===== config.mk =====
export PLATFORM = sky130hd
export DESIGN_NAME = multicycle_ctrl
export DESIGN_NICKNAME = d
export VERILOG_FILES = /design/src/rtl/multicycle_ctrl_pkg.sv /design/src/rtl/multicycle_ctrl_alu_decoder.sv /design/src/rtl/multicycle_ctrl.sv
export SDC_FILE = /design/constraint.sdc
export NUM_CORES = 1
export LEC_CHECK = 0
export BUFFER_PORTS_ARGS = -buffer_cell sky130_fd_sc_hd__buf_4
export CAP_MARGIN = 10
export CORE_MARGIN = 2
export CORE_UTILIZATION = 43
export CTS_CLUSTER_DIAMETER = 200
export DETAILED_ROUTE_END_ITERATION = 8
export GPL_TIMING_DRIVEN = 1
export MAX_ROUTING_LAYER = met4
export PLACE_DENSITY = 0.83
export SYNTH_ARGS = -nofsm -noshare
export SYNTH_HDL_FRONTEND = slang
export SYNTH_SLANG_ARGS = --single-unit

===== constraint.sdc =====
create_clock -name clk -period 2.82 [get_ports clk]
set_input_delay 0.705 -clock clk [delete_from_list [all_inputs] [get_ports clk]]
set_output_delay 0.705 -clock clk [all_outputs]
set_load 0.02 [all_outputs]

===== src/rtl/multicycle_ctrl_pkg.sv =====
// Shared encodings for the multicycle MIPS control unit: ALU operations,
// opcodes, R-type funct codes and the 4-bit FSM state codes.
// Build option MULTICYCLE_CTRL_ILLEGAL_TRAP_EN selects trap-to-HALT handling
// of illegal instructions; see multicycle_ctrl.sv.
package multicycle_ctrl_pkg;

  // ALU operation select driven onto alu_op
  localparam logic [2:0] ALUOP_ADD = 3'd0;
  localparam logic [2:0] ALUOP_SUB = 3'd1;
  localparam logic [2:0] ALUOP_AND = 3'd2;
  localparam logic [2:0] ALUOP_OR  = 3'd3;
  localparam logic [2:0] ALUOP_NOR = 3'd4;
  localparam logic [2:0] ALUOP_SLT = 3'd5;

  // Primary opcodes (IR[31:26])
  localparam logic [5:0] OP_RTYPE = 6'h00;
  localparam logic [5:0] OP_J     = 6'h02;
  localparam logic [5:0] OP_BEQ   = 6'h04;
  localparam logic [5:0] OP_ADDI  = 6'h08;
  localparam logic [5:0] OP_ORI   = 6'h0D;
  localparam logic [5:0] OP_LW    = 6'h23;
  localparam logic [5:0] OP_SW    = 6'h2B;

  // R-type funct codes (IR[5:0])
  localparam logic [5:0] FN_ADD = 6'h20;
  localparam logic [5:0] FN_SUB = 6'h22;
  localparam logic [5:0] FN_AND = 6'h24;
  localparam logic [5:0] FN_OR  = 6'h25;
  localparam logic [5:0] FN_NOR = 6'h27;
  localparam logic [5:0] FN_SLT = 6'h2A;

  // FSM state codes, exported on the state debug port
  typedef enum logic [3:0] {
    ST_IF       = 4'd0,
    ST_ID       = 4'd1,
    ST_EXE_R    = 4'd2,
    ST_EXE_I    = 4'd3,
    ST_MEM_ADDR = 4'd4,
    ST_MEM_RD   = 4'd5,
    ST_MEM_WR   = 4'd6,
    ST_WB_MEM   = 4'd7,
    ST_WB_R     = 4'd8,
    ST_WB_I     = 4'd9,
    ST_BEQ      = 4'd10,
    ST_JMP      = 4'd11,
    ST_HALT     = 4'd12
  } state_t;

endpackage


===== src/rtl/multicycle_ctrl_alu_decoder.sv =====
// R-type funct decoder: maps funct to an ALU operation and flags any funct
// the datapath does not implement. Purely combinational.
module alu_decoder
  import multicycle_ctrl_pkg::*;
(
  input  logic [5:0] funct,
  output logic [2:0] alu_op,
  output logic       fn_illegal
);

  // funct lookup; unknown codes fall back to ADD and raise fn_illegal
  always_comb begin
    alu_op     = ALUOP_ADD;
    fn_illegal = 1'b0;
    case (funct)
      FN_ADD:  alu_op = ALUOP_ADD;
      FN_SUB:  alu_op = ALUOP_SUB;
      FN_AND:  alu_op = ALUOP_AND;
      FN_OR:   alu_op = ALUOP_OR;
      FN_NOR:  alu_op = ALUOP_NOR;
      FN_SLT:  alu_op = ALUOP_SLT;
      default: fn_illegal = 1'b1;
    endcase
  end

endmodule


===== src/rtl/multicycle_ctrl.sv =====
// Multicycle MIPS control FSM. Moore outputs from the state register, with
// the IF handshake (mem_ready) and the beq decision (zero) as the only Mealy
// terms. Define MULTICYCLE_CTRL_ILLEGAL_TRAP_EN to trap illegal instructions
// in HALT; otherwise they execute as a NOP with a one-cycle illegal pulse.
module multicycle_ctrl
  import multicycle_ctrl_pkg::*;
(
  input  logic       clk,
  input  logic       rst_n,
  input  logic [5:0] opcode,
  input  logic [5:0] funct,
  input  logic       zero,
  input  logic       mem_ready,
  output logic       pc_we,
  output logic [1:0] pc_src,
  output logic       iord,
  output logic       mem_re,
  output logic       mem_we,
  output logic       ir_we,
  output logic       reg_we,
  output logic       reg_dst,
  output logic       mem_to_reg,
  output logic       alu_src_a,
  output logic [1:0] alu_src_b,
  output logic       ext_zero,
  output logic [2:0] alu_op,
  output logic       illegal,
  output logic [3:0] state
);

  state_t     state_reg;
  state_t     state_next;
  logic [2:0] rtype_op;
  logic       fn_illegal;

  // Ungated write enables; reset masks them before they leave the block
  logic pc_we_c;
  logic ir_we_c;
  logic mem_we_c;
  logic reg_we_c;

  alu_decoder u_alu_decoder (
    .funct      (funct),
    .alu_op     (rtype_op),
    .fn_illegal (fn_illegal)
  );

  // State register with synchronous active-low reset back to fetch
  always_ff @(posedge clk) begin
    if (!rst_n) state_reg <= ST_IF;
    else        state_reg <= state_next;
  end

  // Next-state and per-state control decode
  always_comb begin
    state_next = state_reg;
    pc_we_c    = 1'b0;
    pc_src     = 2'd0;
    iord       = 1'b0;
    mem_re     = 1'b0;
    mem_we_c   = 1'b0;
    ir_we_c    = 1'b0;
    reg_we_c   = 1'b0;
    reg_dst    = 1'b0;
    mem_to_reg = 1'b0;
    alu_src_a  = 1'b0;
    alu_src_b  = 2'd0;
    ext_zero   = 1'b0;
    alu_op     = ALUOP_ADD;
    illegal    = 1'b0;
    case (state_reg)
      ST_IF: begin
        // Fetch and PC+4 happen together on the cycle memory answers
        mem_re    = 1'b1;
        alu_src_b = 2'd1;
        pc_we_c   = mem_ready;
        ir_we_c   = mem_ready;
        if (mem_ready) state_next = ST_ID;
      end
      ST_ID: begin
        // Branch target PC + (imm<<2) lands in ALUOut while decoding
        alu_src_b = 2'd3;
        case (opcode)
          OP_RTYPE:      state_next = ST_EXE_R;
          OP_LW, OP_SW:  state_next = ST_MEM_ADDR;
          OP_BEQ:        state_next = ST_BEQ;
          OP_J:          state_next = ST_JMP;
          OP_ADDI,
          OP_ORI:        state_next = ST_EXE_I;
          default: begin
`ifdef MULTICYCLE_CTRL_ILLEGAL_TRAP_EN
            state_next = ST_HALT;
`else
            illegal    = 1'b1;
            state_next = ST_IF;
`endif
          end
        endcase
      end
      ST_EXE_R: begin
        alu_src_a = 1'b1;
        if (fn_illegal) begin
`ifdef MULTICYCLE_CTRL_ILLEGAL_TRAP_EN
          state_next = ST_HALT;
`else
          illegal    = 1'b1;
          state_next = ST_IF;
`endif
        end else begin
          alu_op     = rtype_op;
          state_next = ST_WB_R;
        end
      end
      ST_WB_R: begin
        reg_we_c   = 1'b1;
        reg_dst    = 1'b1;
        state_next = ST_IF;
      end
      ST_EXE_I: begin
        alu_src_a = 1'b1;
        alu_src_b = 2'd2;
        if (opcode == OP_ORI) begin
          alu_op   = ALUOP_OR;
          ext_zero = 1'b1;
        end
        state_next = ST_WB_I;
      end
      ST_WB_I: begin
        reg_we_c   = 1'b1;
        state_next = ST_IF;
      end
      ST_MEM_ADDR: begin
        alu_src_a  = 1'b1;
        alu_src_b  = 2'd2;
        state_next = (opcode == OP_SW) ? ST_MEM_WR : ST_MEM_RD;
      end
      ST_MEM_RD: begin
        iord   = 1'b1;
        mem_re = 1'b1;
        if (mem_ready) state_next = ST_WB_MEM;
      end
      ST_MEM_WR: begin
        iord     = 1'b1;
        mem_we_c = 1'b1;
        if (mem_ready) state_next = ST_IF;
      end
      ST_WB_MEM: begin
        reg_we_c   = 1'b1;
        mem_to_reg = 1'b1;
        state_next = ST_IF;
      end
      ST_BEQ: begin
        // Compare rs-rt; take the precomputed target only when equal
        alu_src_a  = 1'b1;
        alu_op     = ALUOP_SUB;
        pc_src     = 2'd1;
        pc_we_c    = zero;
        state_next = ST_IF;
      end
      ST_JMP: begin
        pc_src     = 2'd2;
        pc_we_c    = 1'b1;
        state_next = ST_IF;
      end
      ST_HALT: begin
`ifdef MULTICYCLE_CTRL_ILLEGAL_TRAP_EN
        illegal    = 1'b1;
        state_next = ST_HALT;
`else
        state_next = ST_IF;
`endif
      end
      default: state_next = ST_IF;
    endcase
  end

  // Reset abandons the instruction: no architectural write may escape
  assign pc_we  = pc_we_c  & rst_n;
  assign ir_we  = ir_we_c  & rst_n;
  assign mem_we = mem_we_c & rst_n;
  assign reg_we = reg_we_c & rst_n;

  assign state = state_reg;

endmodule


# Word-level counts from Yosys, hierarchy flattened
# Cells that the tools add are included.
[word_totals]
ff_bits = 4
input_bits = 16
out_inout_bits = 22
elab_cells = 70
[classes]
eq_ne = 26
muxes = 27
bitwise_logic = 4
n_reduce_logical = 12
[ops]
columns = ["op", "n"]
rows = [
  ["6-bit equality test (second input constant)", 8],
  ["4-bit case mux with 7 select lines", 1],
  ["4-bit case mux with 5 select lines", 1],
  ["4-bit by 3-bit equality test with 1-bit output (second input constant)", 4],
  ["4-bit equality test (second input constant)", 4],
  ["4-bit 2-to-1 mux", 4],
  ["3-bit case mux with 5 select lines", 1],
  ["6-bit by 4-bit equality test with 1-bit output (second input constant)", 2],
  ["1-bit 2-to-1 mux", 12],
  ["2-bit OR reduction", 5],
  ["3-bit case mux with 3 select lines", 1],
  ["4-bit by 2-bit equality test with 1-bit output (second input constant)", 2],
  ["7-bit OR reduction", 1],
  ["6-bit by 2-bit equality test with 1-bit output (second input constant)", 1],
  ["6-bit by 3-bit equality test with 1-bit output (second input constant)", 1],
  ["6-bit logical NOT", 1],
  ["2-bit inequality test (second input constant)", 3],
  ["2-bit case mux with 3 select lines", 1],
  ["6-bit OR reduction", 1],
  ["1-bit AND", 4],
  ["4-bit by 1-bit equality test with 1-bit output (second input constant)", 1],
  ["4-bit logical NOT", 1],
  ["2-bit 2-to-1 mux", 2],
  ["2-bit case mux with 2 select lines", 1],
  ["6 further kinds", 6],
]

# Longest topological paths before layout
[logic_depth]
word_depth = 4
ltp_mapped = 5
depth_no_buf = 4

# Modules after synthesis
# Synthesis repeated with hierarchy kept, for this count alone.
[hier_totals]
cells_unflattened = 99
hier_area_um2 = 719.4
[by_module_without_submodules]
columns = ["mod", "instances", "cells_per_inst", "area_per_inst_um2", "seq_area_each_um2"]
rows = [
  ["multicycle_ctrl", 1, 86, 618.1, 80.1],
  ["alu_decoder", 1, 13, 101.3, 0.0],
]

# Worst setup path after synthesis
# OpenSTA, ideal clock, no wires.
[synth_timing]
path_type = "input-to-output"
from = "in opcode[5]"
to = "out alu_op[0]"
arrival_ps = 1943
t_required_ps = 2115
setup_slack_ps = 172
path_stages = 4
path_buffers = 0
cell_sequence = "nor2_1 -> nand3_1 -> nor4_2 -> o31a_1"
[synth_via]
elab_chain_cells = 3
[synth_rtl]
columns = ["element", "line", "text"]
rows = [
  ["from (decl)", "multicycle_ctrl.sv:10", "input logic [5:0] opcode,"],
  ["6-bit by 4-bit equality test with 1-bit output", "multicycle_ctrl.sv:122", "if (opcode == OP_ORI) begin"],
  ["2-bit 2-to-1 mux", "multicycle_ctrl.sv:122", ""],
  ["3-bit case mux with 3 select lines", "multicycle_ctrl.sv:71", "case (state_reg)"],
  ["to (decl)", "multicycle_ctrl.sv:26", "output logic [2:0] alu_op,"],
]
# No other way between the ends.

# Final worst setup path
[layout_timing]
from = "in opcode[0]"
to = "out illegal"
[layout_via]
elab_chain_cells = 4
word_cells_on_any_way = 10
classes_between = "eq/ne (6); mux (2); reduce/logical (2)"
[layout_rtl]
columns = ["element", "line", "text"]
rows = [
  ["6-bit by 4-bit equality test with 1-bit output, or another cell as far along", "multicycle_ctrl.sv:83", "case (opcode)"],
  ["7-bit OR reduction (no line) *", "n/a", ""],
  ["1-bit 2-to-1 mux *", "multicycle_ctrl.sv:83", ""],
  ["1-bit case mux with 2 select lines *", "multicycle_ctrl.sv:71", ""],
  ["to (decl)", "multicycle_ctrl.sv:27", "output logic illegal,"],
]
# Every way passes the cells marked *; elsewhere a longest branch is shown, timed or not.

==> reports/metrics.sh <==
MET1_LENGTH_UM=825
YS_SEQ_ELEMENTS=4
FINAL_MIN_PERIOD_OVER_CLOCK_PERIOD=0.942
SYNTH.AVG_CELL_AREA_UM2=6.67
P_INT_W=0.000157
N_FILL_CELL=142
INSTANCE_AREA_AT_PLACEMENT_UM2=940
CRIT_END='illegal'
POSTLAYOUTCELLAREA_UM2=962
YS_DOMINANT_REG_CELL='dfxtp_1'
FIRST_PASS_ITERATION_COUNT_OF_THE_DETAILED_ROUTER=4
CRITICAL-PATH-MAX-STAGE-DELAY_NS=0.54
SYNTH_ENABLE_FLOP_CELLS=0
FINAL_CELL_MIX='39 x buf_4, 16 x nor2_1, 10 x nand2_1'
POST_CTS_RESIZED=0
TOTAL_SWITCHING_POWER_W=0.0000821
CTS_HTREE_LEVELS=1
CLOCK-ROOT-BUFFER='clkbuf_4'
CTS.SINK_COUNT=4
DETAILEDPLACEMENTHPWL_UM=1600
YS_TYPES=43
R2R_SLACK_NS=1.44
GLOBAL_ROUTE_WIRE_LENGTH_BEFORE_REPAIR_UM=3460
POWER_DENSITY_nW_PER_UM2=248
P_SEQ_FRAC=0.260
SYN_AREA_UM2=661
FMAXACHIEVABLE_MHz=377
SYN-INSTANCE-COUNT=99
TIGHTEST_SLEW_NS=0.456
DRTANTENNAVIOLNETS=0
FIN_CELLS=151
RSZ0062_AT_GRT='false'
DR_WL_MET2_UM=1090
FIN_WORST_HOLD_SLACK_NS=0.618
VDD.IR_DROP.WORST_mV=0.274
LAYOUT.NETS=153
POWER.LEAKAGE_nW=0.456
REPORT.FINAL.SLEW_VIOL_COUNT=0
CORE_AREA_UM2=1470
DRIVE_GT1_FRAC=0.370
REPORT.POWER.TOTAL_W=0.000239
GRT_OVERFLOW_TOTAL=0
START_UTIL=0.449
FINALSETUPVIOLCOUNT=0
PIN_COUNT_OF_THE_BIGGEST_NET_ENTERING_GLOBAL_ROUTING=20
CP_DATA_ARRIVAL_TIME_NS=1.95
CAP_VIOLATIONS=0
SYNTH_SEQUENTIAL_AREA_RATIO=0.121
YOSYSWARNINGS=0
FINALWIRELENGTH_UM=2000
FINALSETUPTNS_NS=0
SYNTH_LARGEST_TYPE_AREA_FRACTION=0.121
RD_PLACE_CONGESTION=0.909
TRITONCTS.NUM_BUFFERS=3
CTS.HOLD.BUFFERS_ADDED=0
DIEHEIGHT_UM=43.2
MET3_WIRELENGTH_UM=70
WORST_SETUP_PATH_STARTPOINT='opcode[0]'
CTS_TREE='built'
CRITPATHREQUIREDTIME_NS=2.12
NUMPORTBUFFERS=37
CPMAXSTAGEDELAYCELL='or4_4'
SLEW-LIMIT-HEADROOM=0.696
SYNTH.AREA.TOP_CELLS='dfxtp_1 12%, nor2_1 9.1%, nand2_1 5.7%'
CTS_SETUP_BUFFERS=0
CRITPATHKIND='in2out'
CELL_TYPE_WITH_THE_HIGHEST_AGGREGATE_AREA_IN_THE_NETLIST='dfxtp_1'
DIE_WIDTH_UM=43.2
CLOCKBUFFERDEPTH=2
VIAS=863
OUTCOME='complete, no violations'
R2R_CELLS=4
TIMING.CRITICAL_PATH.FROM_TYPE='input port'
WL_PER_CELL_UM=13.3
CP_MAX_FO=9
FLOORPLAN.ROWS=14
GRT_PASS1_VIAS=772
TOP_LEVEL_PORTS=38
DIE_AREA_UM2=1870
SKEW_NS=0.00130
TIMING_HOLD_VIOLATIONS_FINAL=0
YS_ASYNC_SR_FRACTION=0
ROUTED.TOP_LAYER='met4'
VIAS_PER_CELL=5.72
CLK-INSERTION-DELAY-LATE_NS=0.23
PERIOD_MINUS_SLACK_NS=2.66
LEADING_CELL_TYPE_IN_THE_LAYOUT_FILL_AND_TAPS_EXCLUDED='buf_4'
LARGEST_REGISTER_FFS=4
PWR-SHARE-COMB=0.450
DRTITER0DRC=30
GROUTE.USAGE.OVERALL=0.247
CLOCK_POWER_SHARE=0.290
ENDPOINT_TYPE_OF_THE_WORST_SETUP_PATH='primary output'
CTS.CLK_SLEW.WORST_PATHS_NS=0.04
MAPPED_NETS=115
ANTENNA_FOUND_INITIAL=0
RR_STARTPOINT='state[1]$_SDFFE_PN0P_'
TIMING.HOLD.WORST.CLASS='reg2reg'
NUM_ANTENNA_CELLS=0
WORST_FLOP_TO_FLOP_PATH_ENDPOINT='state[0]$_SDFFE_PN0P_'
PATH_COMMON_CELL='buf_4'
CELL_CHAIN_OF_THE_CRITICAL_PATH='buf_4, or4_4, o211ai_2, a21oi_1, a32o_1, buf_4'
ROUTE.DETAILED.DRC=0
PLACED_CELLS_INCL_TAPS=148
P_SW_FRAC=0.344
SYNTHTOLAYOUTAREAGROWTH_PCT=45.6
## worst max-delay path: cells and delay by family
kind                   cells  cell delay, ns
AO/OA/AOI/OAI              3            0.41
AND/OR/NAND/NOR            1            0.54
buffers and inverters      2            0.29
## worst min-delay path by stage
| stage | slack [ns] | to | startpoint | cells after the start |
|---|---|---|---|---|
| floorplan | 0.70 | state[3]$_SDFFE_PN0P_ | state[2]$_SDFFE_PN0P_ | 3 |
| global placement | 0.59 | state[3]$_SDFFE_PN0P_ | state[0]$_SDFFE_PN0P_ | 2 |
| detailed placement | 0.59 | state[3]$_SDFFE_PN0P_ | state[0]$_SDFFE_PN0P_ | 2 |
| CTS | 0.60 | state[3]$_SDFFE_PN0P_ | state[0]$_SDFFE_PN0P_ | 2 |
| global route | 0.63 | state[3]$_SDFFE_PN0P_ | state[0]$_SDFFE_PN0P_ | 2 |
| finish | 0.62 | state[3]$_SDFFE_PN0P_ | state[0]$_SDFFE_PN0P_ | 2 |
## metrics by stage
stage	utilization	setup slack, ns
after floorplan	-	0.172
after global placement	0.639	0.193
after detailed placement	0.639	0.173
after CTS	0.654	0.171
after global routing	0.654	0.108
final	0.654	0.164
## layer usage
layer  global-route usage  vias up
met5                    -        -
li1                     -      440
met4                0.103        0
met1                0.292      400
met3               0.0298        2
met2                0.418       21
## cells by family (layout without fill, tap and decap cells)
kind of cell	Yosys count	in the layout	synth area share
and+or+nand+nor	55	55	0.470
adders and majority gates	1	1	0.0152
DFF	4	4	0.121
AOI/OAI and AO/OA	27	27	0.282
xor gates and xnor gates	2	2	0.0265
buffers and inverters	9	45	0.0682
muxes	1	1	0.0170
## cell type report
type	instances	area [um^2]	share of cell area
multi-input combinational	86	536	0.557
timing repair buffer	39	293	0.304
sequential	4	80.1	0.0832
clock buffer	3	22.5	0.0234
tap	16	20.0	0.0208
inverter	3	11.3	0.0117
## power by group through the flow
| stage | logic [W] | registers (W) | clock network [W] |
|---|---|---|---|
| 2_1_floorplan | 0.0000602 | 0.0000638 | 0 |
| 3_3_place_gp | 0.000105 | 0.0000628 | 0 |
| 3_5_place_dp | 0.000107 | 0.0000628 | 0 |
| 4_1_cts | 0.000108 | 0.0000619 | 0.0000751 |
| 5_1_grt | 0.000118 | 0.0000622 | 0.0000751 |
| 6_report | 0.000107 | 0.0000621 | 0.0000692 |
## Yosys cell counts (all sizes together) (2+ instances only)
library cell,number
nor2,16
nand2,10
a21oi,6
buf,5
nor2b,5
nor3,5
dfxtp,4
nand2b,4
o21ai,4
and3,3
inv,3
nand3,3
o211ai,3
a22oi,2
nor4,2
o21a,2
o21bai,2
o22ai,2
No activity file was read; power rests on OpenSTA's default activity.
